**src/rtl/mips_cpu_pkg.sv**
```systemverilog
// Shared definitions for the MIPS load/store stage:
// memory opcodes, FSM state type and opcode classification helpers.
package mips_cpu_pkg;

    localparam logic [5:0] OP_LB  = 6'h20;
    localparam logic [5:0] OP_LH  = 6'h21;
    localparam logic [5:0] OP_LWL = 6'h22;
    localparam logic [5:0] OP_LW  = 6'h23;
    localparam logic [5:0] OP_LBU = 6'h24;
    localparam logic [5:0] OP_LHU = 6'h25;
    localparam logic [5:0] OP_LWR = 6'h26;
    localparam logic [5:0] OP_SB  = 6'h28;
    localparam logic [5:0] OP_SH  = 6'h29;
    localparam logic [5:0] OP_SW  = 6'h2B;

    typedef enum logic [1:0] {
        IDLE,
        ACCESS,
        DONE
    } ls_state_t;

    function automatic logic is_store(input logic [5:0] op);
        return (op == OP_SB) || (op == OP_SH) || (op == OP_SW);
    endfunction

    function automatic logic is_mem_op(input logic [5:0] op);
        logic hit;
        hit = 1'b0;
        case (op)
            OP_LB, OP_LH, OP_LWL, OP_LW, OP_LBU,
            OP_LHU, OP_LWR, OP_SB, OP_SH, OP_SW: hit = 1'b1;
            default: hit = 1'b0;
        endcase
        return hit;
    endfunction

    // Unaligned lwl/lwr and byte accesses are legal by definition.
    function automatic logic is_misaligned(input logic [5:0] op,
                                           input logic [1:0] b);
        logic bad;
        bad = 1'b0;
        case (op)
            OP_LH, OP_LHU, OP_SH: bad = b[0];
            OP_LW, OP_SW:         bad = (b != 2'b00);
            default:              bad = 1'b0;
        endcase
        return bad;
    endfunction

endpackage

```
**src/rtl/mips_cpu_load_align.sv**
```systemverilog
// Load data formatter: selects, extends or merges bus read data
// into the writeback value according to opcode and byte offset.
module mips_cpu_load_align
    import mips_cpu_pkg::*;
(
    input  logic [5:0]  opcode,
    input  logic [1:0]  b,
    input  logic [31:0] m,
    input  logic [31:0] rt,
    output logic [31:0] rdata
);

    logic [7:0]  byte_sel;
    logic [15:0] half_sel;

    always_comb begin
        byte_sel = m[7:0];
        case (b)
            2'd0: byte_sel = m[7:0];
            2'd1: byte_sel = m[15:8];
            2'd2: byte_sel = m[23:16];
            2'd3: byte_sel = m[31:24];
            default: byte_sel = m[7:0];
        endcase
        half_sel = b[1] ? m[31:16] : m[15:0];
    end

    always_comb begin
        rdata = m;
        case (opcode)
            OP_LB:  rdata = {{24{byte_sel[7]}}, byte_sel};
            OP_LBU: rdata = {24'd0, byte_sel};
            OP_LH:  rdata = {{16{half_sel[15]}}, half_sel};
            OP_LHU: rdata = {16'd0, half_sel};
            OP_LW:  rdata = m;
            OP_LWL: begin
                case (b)
                    2'd0: rdata = {m[7:0], rt[23:0]};
                    2'd1: rdata = {m[15:0], rt[15:0]};
                    2'd2: rdata = {m[23:0], rt[7:0]};
                    default: rdata = m;
                endcase
            end
            OP_LWR: begin
                case (b)
                    2'd0: rdata = m;
                    2'd1: rdata = {rt[31:24], m[31:8]};
                    2'd2: rdata = {rt[31:16], m[31:16]};
                    default: rdata = {rt[31:8], m[31:24]};
                endcase
            end
            default: rdata = m;
        endcase
    end

endmodule

```
**src/rtl/mips_cpu_load_store.sv**
```systemverilog
// Memory-access stage: one Avalon-MM transaction per load/store with
// alignment checking, optional wait timeout and load formatting.
module mips_cpu_load_store
    import mips_cpu_pkg::*;
#(
    parameter int MAX_WAIT = 0
) (
    input  logic        clk,
    input  logic        reset,
    input  logic        start,
    input  logic [5:0]  opcode,
    input  logic [31:0] addr,
    input  logic [31:0] rt_content,
    output logic        busy,
    output logic        done,
    output logic [31:0] rdata_out,
    output logic        addr_error,
    output logic        timeout,
    output logic [31:0] avm_address,
    output logic        avm_read,
    output logic        avm_write,
    output logic [3:0]  avm_byteenable,
    output logic [31:0] avm_writedata,
    input  logic [31:0] avm_readdata,
    input  logic        avm_waitrequest
);

    localparam logic [31:0] WAIT_LIM =
        (MAX_WAIT > 0) ? 32'(MAX_WAIT - 1) : 32'd0;

    ls_state_t   state_q, state_d;
    logic [5:0]  op_q, op_d;
    logic [1:0]  b_q, b_d;
    logic [31:0] rt_q, rt_d;
    logic [31:0] wait_q, wait_d;
    logic [31:0] rdata_q, rdata_d;
    logic        err_q, err_d;
    logic        tmo_q, tmo_d;
    logic [31:0] address_q, address_d;
    logic        read_q, read_d;
    logic        write_q, write_d;
    logic [3:0]  be_q, be_d;
    logic [31:0] wdata_q, wdata_d;
    logic [31:0] aligned;

    mips_cpu_load_align u_align (
        .opcode (op_q),
        .b      (b_q),
        .m      (avm_readdata),
        .rt     (rt_q),
        .rdata  (aligned)
    );

    always_comb begin
        state_d   = state_q;
        op_d      = op_q;
        b_d       = b_q;
        rt_d      = rt_q;
        wait_d    = wait_q;
        rdata_d   = rdata_q;
        err_d     = err_q;
        tmo_d     = tmo_q;
        address_d = address_q;
        read_d    = read_q;
        write_d   = write_q;
        be_d      = be_q;
        wdata_d   = wdata_q;

        unique case (state_q)
            IDLE: begin
                if (start && is_mem_op(opcode)) begin
                    op_d   = opcode;
                    b_d    = addr[1:0];
                    rt_d   = rt_content;
                    wait_d = 32'd0;
                    err_d  = 1'b0;
                    tmo_d  = 1'b0;
                    if (is_misaligned(opcode, addr[1:0])) begin
                        err_d   = 1'b1;
                        state_d = DONE;
                    end else begin
                        state_d   = ACCESS;
                        address_d = {addr[31:2], 2'b00};
                        read_d    = !is_store(opcode);
                        write_d   = is_store(opcode);
                        case (opcode)
                            OP_SB: begin
                                be_d    = 4'b0001 << addr[1:0];
                                wdata_d = {4{rt_content[7:0]}};
                            end
                            OP_SH: begin
                                be_d    = addr[1] ? 4'b1100 : 4'b0011;
                                wdata_d = {2{rt_content[15:0]}};
                            end
                            OP_SW: begin
                                be_d    = 4'b1111;
                                wdata_d = rt_content;
                            end
                            default: be_d = 4'b1111;
                        endcase
                    end
                end
            end
            ACCESS: begin
                if (!avm_waitrequest) begin
                    if (read_q) rdata_d = aligned;
                    read_d  = 1'b0;
                    write_d = 1'b0;
                    state_d = DONE;
                end else if ((MAX_WAIT > 0) && (wait_q == WAIT_LIM)) begin
                    read_d  = 1'b0;
                    write_d = 1'b0;
                    tmo_d   = 1'b1;
                    state_d = DONE;
                end else begin
                    wait_d = wait_q + 32'd1;
                end
            end
            DONE: state_d = IDLE;
            default: state_d = IDLE;
        endcase
    end

    always_ff @(posedge clk or posedge reset) begin
        if (reset) begin
            state_q   <= IDLE;
            op_q      <= 6'd0;
            b_q       <= 2'd0;
            rt_q      <= 32'd0;
            wait_q    <= 32'd0;
            rdata_q   <= 32'd0;
            err_q     <= 1'b0;
            tmo_q     <= 1'b0;
            address_q <= 32'd0;
            read_q    <= 1'b0;
            write_q   <= 1'b0;
            be_q      <= 4'd0;
            wdata_q   <= 32'd0;
        end else begin
            state_q   <= state_d;
            op_q      <= op_d;
            b_q       <= b_d;
            rt_q      <= rt_d;
            wait_q    <= wait_d;
            rdata_q   <= rdata_d;
            err_q     <= err_d;
            tmo_q     <= tmo_d;
            address_q <= address_d;
            read_q    <= read_d;
            write_q   <= write_d;
            be_q      <= be_d;
            wdata_q   <= wdata_d;
        end
    end

    assign busy           = (state_q != IDLE);
    assign done           = (state_q == DONE);
    assign rdata_out      = rdata_q;
    assign addr_error     = err_q;
    assign timeout        = tmo_q;
    assign avm_address    = address_q;
    assign avm_read       = read_q;
    assign avm_write      = write_q;
    assign avm_byteenable = be_q;
    assign avm_writedata  = wdata_q;

endmodule

```
**config.mk**
```make
export PLATFORM = sky130hd
export DESIGN_NAME = mips_cpu_load_store
export DESIGN_NICKNAME = d
export VERILOG_FILES = /design/src/rtl/mips_cpu_pkg.sv /design/src/rtl/mips_cpu_load_align.sv /design/src/rtl/mips_cpu_load_store.sv
export SDC_FILE = /design/constraint.sdc
export NUM_CORES = 1
export LEC_CHECK = 0
export CORE_AREA = 4 4 139 128
export DETAILED_ROUTE_END_ITERATION = 8
export DIE_AREA = 0 0 143 132
export GPL_TIMING_DRIVEN = 0
export PLACE_DENSITY_LB_ADDON = 0.2
export SLEW_MARGIN = 20
export SYNTH_ARGS = -nofsm -noshare
export SYNTH_HDL_FRONTEND = slang
export SYNTH_HIERARCHICAL = 1
export SYNTH_SLANG_ARGS = --single-unit
```
**constraint.sdc**
```tcl
create_clock -name clk -period 6.3 [get_ports clk]
set_input_delay 1.26 -clock clk [delete_from_list [all_inputs] [get_ports clk]]
set_output_delay 1.26 -clock clk [all_outputs]
set_load 0.005 [all_outputs]
```
==> results of run 1 <==
-- synthesized netlist by cell type (all sizes together) (3+ instances only) --
master    n  share of area (%)
buf      39                3.1
nand3    20                1.3
inv      18               0.86
a21oi    19                1.4
o21ai    30                1.9
nand3b    3               0.29
mux2i    50                6.4
dfrtp   143                 46
o32a      7               0.89
or2       3               0.24
o22a     17                1.9
nand2    13               0.65
mux4     17                4.9
nor2b     4               0.32
o22ai    18                1.5
a221o     8                1.0
clkbuf    7               0.33
nor2     13               0.78
a22oi     9               0.86
nand4     7               0.56
mux2    148                 21
-- registers in the layout, indices dropped and copies added (netlist names) --
| register | cells |
|---|---|
| rdata_out | 32 |
| avm_address | 30 |
| avm_write | 1 |
| addr_error | 1 |
| rt_q | 32 |
| avm_read | 1 |
| avm_writedata | 32 |
| b_q | 2 |
| state_q | 2 |
| op_q | 6 |
| avm_byteenable | 4 |
-- cell families after synthesis --
| logic type | share of synthesized area (%) |
|---|---|
| muxes | 32.5 |
| and+or+nand+nor | 6.36 |
| buffers and inverters | 4.27 |
| DFF | 45.6 |
| other | 0.0478 |
| AOI/OAI and AO/OA | 11.2 |
-- power by group --
group          internal, mW  total (mW)  switching (mW)
Sequential             1.17        1.35           0.180
Combinational         0.855        1.51           0.655
Clock                 0.573        1.05           0.481
Total                  2.60        3.91            1.32
-- layout make-up --
cell class	instances	area (sq um)
Clock buffer	17	425
Sequential cell	143	3580
Inverter	18	75.1
Buffer	46	268
Clock inverter	15	196
Tap cell	211	264
Timing Repair Buffer	209	2110
Multi-Input combinational cell	421	3950
Fill cell	1246	5630
-- layer usage --
metal | vias to the layer above | track usage (%) | routed length (um)
met4 | 0 | 5.86 | 301
met1 | 3255 | 38.2 | 11300
met2 | 303 | 44.6 | 12500
met3 | 24 | 9.32 | 2540
li1 | 2845 | - | -
met5 | - | 0 | 0
-- placed cells by master, fill, tap and decap left out, types with 4 or more instances in the layout --
master and n:
buf_4 13, nand3_1 20, nor2b_1 4, clkbuf_1 7
inv_1 16, a22oi_1 9, o21ai_0 30, nand4_1 7
nand2_1 12, mux2_2 145, clkbuf_16 17, buf_2 22
clkinv_8 5, dfrtp_1 143, o32a_1 7, nor2_1 10
a21oi_1 18, o22ai_1 17, clkdlybuf4s50_1 207, inv_8 4
mux4_2 17, a221o_1 8, mux2i_1 50, o22a_1 17
-- critical path, cell delays in order --
cell and delay (ns):
clkdlybuf4s50_1 0.55, mux4_2 0.52, nand3b_1 0.18, o311ai_4 0.20, buf_2 0.29, o22a_1 0.27
mux2_2 0.28
-- worst paths after layout --
| check | depth (start not counted) | end | from | slack, ns |
|---|---|---|---|---|
| setup / recovery | 7 | rdata_out[17] | avm_readdata[15] | 3.06 |
| hold / removal | 2 | b_q[1] | b_q[1] | 0.49 |
| setup reg to reg | 6 | rdata_out[15] | op_q[2] | 3.52 |
| hold reg to reg | 2 | b_q[1] | b_q[1] | 0.49 |
| max in group asynchronous | 3 | rdata_out[11] | reset | 4.30 |
| min in group asynchronous | 2 | avm_address[14] | reset | 1.24 |
-- per-stage QoR --
stage	power, mW	worst slack (ns)	cell area (sq um)
after global routing	4.09	3.01	10900
after CTS	3.92	3.13	10900
after detailed placement	2.86	2.67	10200
after global placement	2.83	-0.533	10200
after floorplan	2.09	1.20	7860
final	3.91	3.06	10900
==> impl_metrics.ini, run 1 <==
[outcome]
status = completed

[cells_and_area]
postLayoutCoreUtil_pct = 65.8
synthToLayoutAreaGrowth_pct = 38.4
drive_gt1_share_pct = 28.9
antenna_cells = 0
nets = 962
fin_cells = 1080

[route]
drc = 0
drt_first_pass_iters = 5
drtIter0Drc = 555
viasPerCell = 5.95
wl_per_cell_um = 24.7
ant_nets = 0
num_vias = 6427
drt-total-wl_um = 26600

[timing]
fmax_ghz = 0.309
min_period_over_period_pct = 51.4
finClkSkew_ns = 0.0105
period_minus_slack_ns = 3.24
tightest_slew_ns = 1.06
setup_viol = 0
whs_ns = 0.494
grt_setup_unrepaired = false
hold_viol_final = 0
slew_headroom_pct = 29.2
final_max_slew_viol_count = 0
fin_setup_tns_ns = 0

[worst_setup_path]
required_ns = 6.62
crit_path_end_kind = flip-flop
critPathLaunchType = input port
path_class = input port to flip-flop
crit_arrival_ns = 3.56
crit_fanout = 10

[clock_network]
clock_path_buffers = 2
cts_tree = done
root_buffer = clkbuf_16
cts_buffers = 17
clk_latency_ns = 0.44
holdBufCountCts = 0
ctsResizeCount = 0
cts_setup_buffers = 0
clock_sinks = 143
path_clk_slew_ns = 0.07
htreeDepth = 4

[hold_path]
hold_class = flip-flop to flip-flop

[placement]
dp_hpwl_um = 19800
gp_congestion = 0.957
dp_cells = 1048
io_buffer_count = 207

[global_routing]
grt_max_degree = 94
overflow = 0
antenna_found_initial = 0
first_global_vias = 6682
grt_first_pass_wirelength_um = 40600
grt_usage_pct = 28.2

[logic_synthesis]
ys_async_sr_fraction_pct = 100
yosys_register_bits = 143
yosysUniqueCellTypes = 57
synth_edf_count = 0
synth_area_sq_um = 7850
yosysWarningCount = 6
synth_top_flop_cell = dfrtp_1
yosysSeqAreaShare_pct = 45.6
synth_area_per_cell_sq_um = 12.5
synth_cells = 626

[floorplan]
num_rows = 45
pin_count = 212
die_w_um = 143
die_area_sq_um = 18900
core_sq_um = 16500
fp.dieH_um = 132
initial_core_util_pct = 47.6

[job]
cap_violations = 0

[power_and_ir_drop]
p_leak_nw = 4.58
power_density_nw_per_um2 = 360
vdd_ir_drop_max_uv = 225
No activity file was read; power rests on OpenSTA's default activity.
==> inputs of run 2 (changes only) <==
Clock period 6.3 ns to 3.2 ns, I/O delays scaled along.
==> run 2 against run 1 <==
Compared with the run above: design area is 0.46% higher; combinational power is 99% higher; utilization is 0.30 points higher; die area stayed put; clock-buffer cell count stayed put; hold slack worse by 0.0043 ns; via count is 0.93% higher; register-to-register slack worse by 3.2 ns; sequential power is 98% higher; critical path depth is 1 lower.
==> impl_metrics.ini, run 2 (synthesized netlist as in run 1, its figures left out) <==
[placement]
place_area_sq_um = 10300
gp_congestion = 0.904
dp_hpwl_um = 20400
pre_cts_slack_ns = 0.167
io_buffer_count = 207

[timing]
period_minus_slack_ns = 2.85
tightest_slew_ns = 1.18
finClkSkew_ns = 0.0122
setup_viol = 0
hold_viol_final = 0
fmax_ghz = 0.351
final_max_slew_viol_count = 0
min_period_over_period_pct = 89.1
slew_headroom_pct = 21.2
grt_setup_unrepaired = false
layout_setup_ws_ns = 0.350

[clock_network]
ctsResizeCount = 0
clk_latency_ns = 0.42
clock_path_buffers = 2
clock_sinks = 143
root_buffer = clkbuf_16
cts_tree = done
holdBufCountCts = 0
cts_buffers = 17
htreeDepth = 4
path_clk_slew_ns = 0.07
cts_setup_buffers = 0

[worst_setup_path]
cp-startpoint = op_q[2]
path_class = flip-flop to flip-flop
crit_fanout = 10
crit_arrival_ns = 3.21
crit_path_end_kind = flip-flop
required_ns = 3.56
critPathLaunchType = flip-flop
r2r_start = op_q[2]

[route]
wl_met2_um = 12900
wl_per_cell_um = 25.0
drc = 0
highest_layer = met4
ant_nets = 0
viasPerCell = 5.99
wl_met1_um = 11300
drt-total-wl_um = 27100
drtIter0Drc = 528
dr_wl_met3_um = 2720
drt_first_pass_iters = 5
num_vias = 6487

[hold_path]
worstHoldStart = avm_writedata[27]
hold_class = flip-flop to flip-flop

[global_routing]
grt_first_pass_wirelength_um = 41100
first_global_vias = 6833
overflow = 0
antenna_found_initial = 0
grt_usage_pct = 28.4
grt_max_degree = 37

[cells_and_area]
final_cell_mix = clkdlybuf4s50_1, mux2_2, dfrtp_1, mux2i_1, o21ai_0
drive_gt1_share_pct = 29.1
nets = 965
final_area_sq_um = 10900
mostFrequentLayoutCell = clkdlybuf4s50_1
antenna_cells = 0
postLayoutCoreUtil_pct = 66.2
synthToLayoutAreaGrowth_pct = 39.0
fill_cells = 1211

[power_and_ir_drop]
p_sw_share_pct = 33.2
pwr-share-comb_pct = 38.8
p_leak_nw = 4.61
pwr-share-clk_pct = 26.9
p_sw_mw = 2.57
vdd_ir_drop_max_uv = 558
power.internal_mw = 5.19
power_density_nw_per_um2 = 712
pwr-share-seq_pct = 34.4

[floorplan]
die_area_sq_um = 18900
core_sq_um = 16500
pin_count = 212
die_w_um = 143
initial_core_util_pct = 47.6
fp.dieH_um = 132
num_rows = 45

[job]
cap_violations = 0

[outcome]
status = completed
[run 2: cell count changes in the layout (fill, tap and decap cells not counted)]
| cell | previous run | this run |
|---|---|---|
| clkinv_8 | 5 | 1 |
| inv_6 | 3 | 5 |
| clkinv_2 | 0 | 1 |
| nor4b_4 | 1 | 2 |
| buf_16 | 1 | 0 |
| clkinv_4 | 2 | 0 |
| nor4b_2 | 1 | 0 |
| bufinv_16 | 1 | 2 |
| buf_12 | 0 | 4 |
| clkinvlp_4 | 1 | 2 |
| inv_8 | 4 | 5 |
[run 2: metrics by stage]
| stage | std cells | hold WS (ns) | total power [mW] | setup TNS [ns] |
|---|---|---|---|---|
| floorplan | 628 | 0.445 | 4.11 | 0 |
| global placement | 1046 | 0.463 | 5.58 | -49.88 |
| detailed placement | 1051 | 0.475 | 5.66 | 0 |
| CTS | 1083 | 0.491 | 7.77 | 0 |
| global route | 1083 | 0.512 | 8.10 | 0 |
| finish | 1083 | 0.489 | 7.77 | 0 |
[run 2: cell type report]
| class | count | area, sq um | share of cell area [%] |
|---|---|---|---|
| Buffer | 46 | 268 | 2.45 |
| Clock buffer | 17 | 425 | 3.90 |
| Clock inverter | 15 | 189 | 1.73 |
| Inverter | 18 | 71.3 | 0.654 |
| Multi-Input combinational cell | 421 | 3960 | 36.3 |
| Sequential cell | 143 | 3580 | 32.8 |
| Tap cell | 211 | 264 | 2.42 |
| Timing Repair Buffer | 212 | 2160 | 19.8 |
[run 2: worst max-delay path: stages, from the launching register on]
cell and delay (ns):
dfrtp_1 0.45, nor2_1 0.91, nand2_1 0.49, buf_2 0.33
o221ai_1 0.22, o22a_1 0.22, mux2_2 0.16
[run 2: per-layer routing]
| layer | vias up | GRT usage, % |
|---|---|---|
| li1 | 2838 | - |
| met2 | 358 | 45.7 |
| met3 | 20 | 10.4 |
| met4 | 0 | 4.80 |
| met5 | - | 0 |
| met1 | 3271 | 37.6 |
[run 2: worst paths after layout]
| kind | endpoint | slack, ns | cells past startpoint |
|---|---|---|---|
| worst max register to register | rdata_out[15] | 0.35 | 6 |
| worst max-delay path | rdata_out[15] | 0.35 | 6 |
| worst min register to register | avm_writedata[27] | 0.49 | 1 |
| max in group asynchronous | rt_q[8] | 1.87 | 4 |
| min in group asynchronous | rdata_out[7] | 0.57 | 2 |
| worst min-delay path | avm_writedata[27] | 0.49 | 1 |
[run 2: power by group through the flow]
stage | sequential [mW] | clock [mW] | combinational (mW)
after floorplan | 2.60 | 0 | 1.50
after global placement | 2.65 | 0 | 2.92
after detailed placement | 2.69 | 0 | 2.97
after CTS | 2.67 | 2.11 | 2.99
after global routing | 2.73 | 2.19 | 3.18
final | 2.67 | 2.09 | 3.01
